**src/rtl/mux_serializer_16.sv**
```systemverilog
// mux_serializer_16: 16-bit word to serial stream via a 16:1 select with valid/ready on both sides.
// Define MUX_SER_PARITY_EN to append an even-parity beat after the 16 data beats.
module mux_serializer_16 #(
   parameter bit MSB_FIRST = 1'b0
) (
   input  logic        clk,
   input  logic        rst_n,
   input  logic        in_valid,
   output logic        in_ready,
   input  logic [15:0] in_data,
   input  logic        ser_ready,
   output logic        ser_valid,
   output logic        ser_out,
   output logic [3:0]  sel,
   output logic        ser_par,
   output logic        busy,
   output logic        done
);
`ifdef MUX_SER_PARITY_EN
   typedef enum logic [1:0] {IDLE, SHIFT, PARITY} state_e;
   localparam state_e DATA_END = PARITY;
`else
   typedef enum logic [1:0] {IDLE, SHIFT} state_e;
   localparam state_e DATA_END = IDLE;
`endif
   localparam logic [3:0] FIRST = MSB_FIRST ? 4'd15 : 4'd0;
   localparam logic [3:0] LAST = MSB_FIRST ? 4'd0 : 4'd15;
   state_e state_q, state_d;
   logic [15:0] word_q, word_d;
   logic [3:0] sel_q, sel_d;
   logic load, step;
   assign in_ready = rst_n & (state_q == IDLE);
   assign load = in_valid & in_ready;
   assign step = (state_q == SHIFT) & ser_ready;
   assign ser_valid = state_q != IDLE;
   assign busy = state_q != IDLE;
   assign sel = sel_q;
   always_comb begin
      word_d = load ? in_data : word_q;
      sel_d = load ? FIRST : (step && sel_q != LAST) ? (MSB_FIRST ? sel_q - 4'd1 : sel_q + 4'd1) : sel_q;
      case (state_q)
         IDLE: state_d = load ? SHIFT : IDLE;
         SHIFT: state_d = (ser_ready && sel_q == LAST) ? DATA_END : SHIFT;
`ifdef MUX_SER_PARITY_EN
         PARITY: state_d = ser_ready ? IDLE : PARITY;
`endif
         default: state_d = IDLE;
      endcase
   end
`ifdef MUX_SER_PARITY_EN
   assign ser_par = state_q == PARITY;
   assign ser_out = ((state_q == SHIFT) & word_q[sel_q]) | (ser_par & (^word_q));
   assign done = ser_ready & ser_par;
`else
   assign ser_par = 1'b0;
   assign ser_out = (state_q == SHIFT) & word_q[sel_q];
   assign done = ser_ready & (state_q == SHIFT) & (sel_q == LAST);
`endif
   always_ff @(posedge clk or negedge rst_n) begin
      if (!rst_n) begin
         state_q <= IDLE;
         word_q <= '0;
         sel_q <= '0;
      end else begin
         state_q <= state_d;
         word_q <= word_d;
         sel_q <= sel_d;
      end
   end
endmodule

```
**config.mk**
```make
export PLATFORM = sky130hd
export DESIGN_NAME = mux_serializer_16
export DESIGN_NICKNAME = d
export VERILOG_FILES = /design/src/rtl/mux_serializer_16.sv
export SDC_FILE = /design/constraint.sdc
export NUM_CORES = 1
export LEC_CHECK = 0
export BUFFER_PORTS_ARGS = -buffer_cell sky130_fd_sc_hd__buf_2
export CORE_MARGIN = 2
export CORE_UTILIZATION = 45
export CTS_CLUSTER_DIAMETER = 60
export DETAILED_ROUTE_END_ITERATION = 8
export GPL_TIMING_DRIVEN = 0
export PLACE_DENSITY_LB_ADDON = 0.2
export REMOVE_ABC_BUFFERS = 1
export SETUP_SLACK_MARGIN = 0.02
export SLEW_MARGIN = 15
export SYNTH_ARGS = -nofsm -noshare
export SYNTH_HDL_FRONTEND = slang
export SYNTH_SLANG_ARGS = --single-unit
```
**constraint.sdc**
```tcl
create_clock -name clk -period 1.9 [get_ports clk]
set_input_delay 0.38 -clock clk [delete_from_list [all_inputs] [get_ports clk]]
set_output_delay 0.38 -clock clk [all_outputs]
set_load 0.005 [all_outputs]
```
==> flow_metrics.py <==
metrics = {
    "outcome": {
        "status": "complete, but fails checks",
        "violations": "setup timing",
    },
    "drt": {
        "wire_per_inst_um": 13.04,
        "post-route-drc-count": 0,
        "vias_per_cell": 4.972,
        "dr_total_vias": 701,
        "dr.pass1.iters": 4,
        "drt_iter0_drc": 8,
        "totalWireLength_um": 1839,
        "antenna_left": 0,
    },
    "pwr": {
        "power.density_nw_per_um2": 1535,
        "p_leak_nw": 0.5922,
        "ir_drop_mv": 0.8207,
    },
    "floorplanning": {
        "ioPinCount": 30,
        "die_x_um": 52.10,
        "start_util": 0.4752,
        "die_h_um": 52.10,
        "rows": 17,
        "core_um2": 2191,
        "dieArea_um2": 2714,
    },
    "sta": {
        "rsz0062_at_grt": "true",
        "maxSlewViolCount": 0,
        "hold_viol": 0,
        "fin_ws_ns": -0.2189,
        "fin_crit_sh": 1.115,
        "max_freq_ghz": 0.4719,
        "fin_crit_ns": 2.119,
        "fin_skew_ns": 0.003094,
        "setup_viol_count_final": 2,
    },
    "worst_setup_path": {
        "arrival_ns": 1.74,
        "startpoint_type": "flop",
        "crit_slowest_cell": "mux4_2",
        "cp.required_ns": 1.52,
        "critPathKind": "reg -> out",
        "max_stage_delay_ns": 0.50,
        "r2r_cells": 8,
        "r2r_end": "sel[2]",
        "worstReg2RegStart": "sel[0]",
        "crit_path_end_kind": "primary output",
        "r2r_setup_slack_ns": 0.20,
        "path_max_fanout": 5,
        "crit_chain": "mux4_2, o211ai_1, o22ai_1, buf_2",
    },
    "logic_synthesis": {
        "yosysTopAreaCellShare": 0.5048,
        "syn_area_per_cell_um2": 12.85,
        "ys.flop_type": "dfrtp_1",
        "ys_async_sr_fraction": 1.000,
        "ys_warn_count": 0,
        "synth_cell_type_count": 26,
        "synth_commonest_cells": "21 x dfrtp_1, 17 x mux2_2, 4 x buf_4, 4 x nand2_1, 4 x nor2_1",
        "synth_edf_count": 0,
        "yosys_register_bits": 21,
        "yosysTopAreaCell": "dfrtp_1",
        "yosysSeqAreaShare": 0.5048,
        "syn_area_um2": 1041,
        "synth_area_leaders": "dfrtp_1 50%, mux2_2 18%, mux4_2 4.3%",
        "synthCells": 81,
        "synth.most_common_cell": "dfrtp_1",
    },
    "min_path": {
        "hp-class": "in -> async",
    },
    "global_route": {
        "grt_max_degree": 23,
        "track_usage": 0.1597,
        "grt_pass1_vias": 708,
        "antenna_found_initial": 0,
        "grt-ovfl-total": 0,
        "grt_pass1_wl_um": 3146,
    },
    "placed_design": {
        "place_inst": 130,
        "gp_congestion": 0.7048,
        "io_buffer_count": 28,
    },
    "clock_tree": {
        "cts_tree": "yes",
        "path_clk_slew_ns": 0.11,
        "cts_buffer_depth": 2,
        "cts_hold_buf": 0,
        "root_buffer": "clkbuf_4",
        "htree_levels": 1,
        "cts_buffers": 3,
        "clock_latency_ns": 0.30,
        "clkSinkCount": 21,
    },
    "layout": {
        "fin_util": 0.5860,
        "n_antenna_cell": 0,
        "drive_above_1_share": 0.5841,
        "fin_cells": 141,
        "fin_nets": 135,
        "area_delta_synth_final_pct": 23.32,
    },
    "job": {
        "drv_cap": 0,
    },
}
-- sequential cells by signal, indices dropped and copies added (netlist names) --
name	count
sel	4
word_q	16
state_q	1
-- cell type report --
type                       instances  area (um2)
fill                             195       907.1
sequential                        21       528.0
multi-input combinational         53       498.0
timing repair buffer              35       196.4
tap                               28       35.03
clock buffer                       4       26.28
-- timing repair --
item                       4_1_cts  5_1_grt
setup endpoints to repair       18        2
buffers inserted                 4        3
resized for setup                7        3
pin swaps                        1        1
-- critical path, delay by kind of cell (launching register included) --
family                 cells  cell delay, ns
muxes                      1            0.50
DFF                        1            0.45
buffers and inverters      1            0.14
AOI/OAI and AO/OA          2            0.35
-- cells by family after synthesis --
logic type,count (synthesis),synth area share
mux,22,0.2560
compound gates,6,0.03846
other cells,1,0.003602
buf+inv,7,0.04928
xor+xnor,3,0.02524
fa+ha+maj,1,0.01202
simple gates,20,0.1106
flops,21,0.5048
-- per-stage QoR --
step	TNS, ns	hold WS [ns]	power (mW)	cell area (um2)	worst slack [ns]
2_1_floorplan	0	0.08441	1.339	989.7	0.1033
3_3_place_gp	-6.488	0.3614	1.539	1165	-0.3722
3_5_place_dp	-7.153	0.3716	1.565	1165	-0.4145
4_1_cts	-0.3692	0.02913	1.937	1251	-0.2333
5_1_grt	-0.4810	0.03469	2.141	1284	-0.2908
6_report	-0.3223	0.01719	1.971	1284	-0.2189
-- cell usage in the layout (no fill, tap or decap), drive strengths merged --
cell / instances
a21o: 1
conb: 1
nand3b: 2
mux2i: 3
o311ai: 1
and2: 1
ha: 1
mux2: 17
nor2b: 1
nand2: 4
dfrtp: 21
o21ai: 1
nand3: 2
nand2b: 2
nor3b: 1
and3: 2
nor3: 1
o211ai: 1
nor2: 4
clkbuf: 4
a21oi: 1
xnor2: 3
buf: 35
mux4: 2
o22ai: 1
-- report_power, final --
part | total [mW] | internal [mW] | leakage [nW] | switching (mW)
Sequential | 0.876 | 0.671 | 0.248 | 0.206
Combinational | 0.883 | 0.579 | 0.329 | 0.304
Clock | 0.212 | 0.0818 | 0.0150 | 0.130
Total | 1.97 | 1.33 | 0.592 | 0.640
-- worst max-delay path by stage --
| stage | from | to | cells past startpoint |
|---|---|---|---|
| finish | sel[0] | ser_out | 4 |
| global route | sel[0] | ser_out | 4 |
| CTS | sel[0] | ser_out | 5 |
| detailed placement | rst_n | word_q[1] | 4 |
| global placement | rst_n | word_q[12] | 4 |
| floorplan | sel[0] | ser_out | 4 |
-- routing by layer --
layer | up-vias | part of all wire | wire, um | track usage
met2 | 21 | 0.48 | 888 | 0.2700
met3 | 2 | 0.057 | 105 | 0.03448
met4 | 0 | 0.0092 | 17 | 0.03947
met1 | 332 | 0.45 | 829 | 0.2071
met5 | - | 0 | 0 | 0
li1 | 346 | - | - | -
No activity file was read; power rests on OpenSTA's default activity.
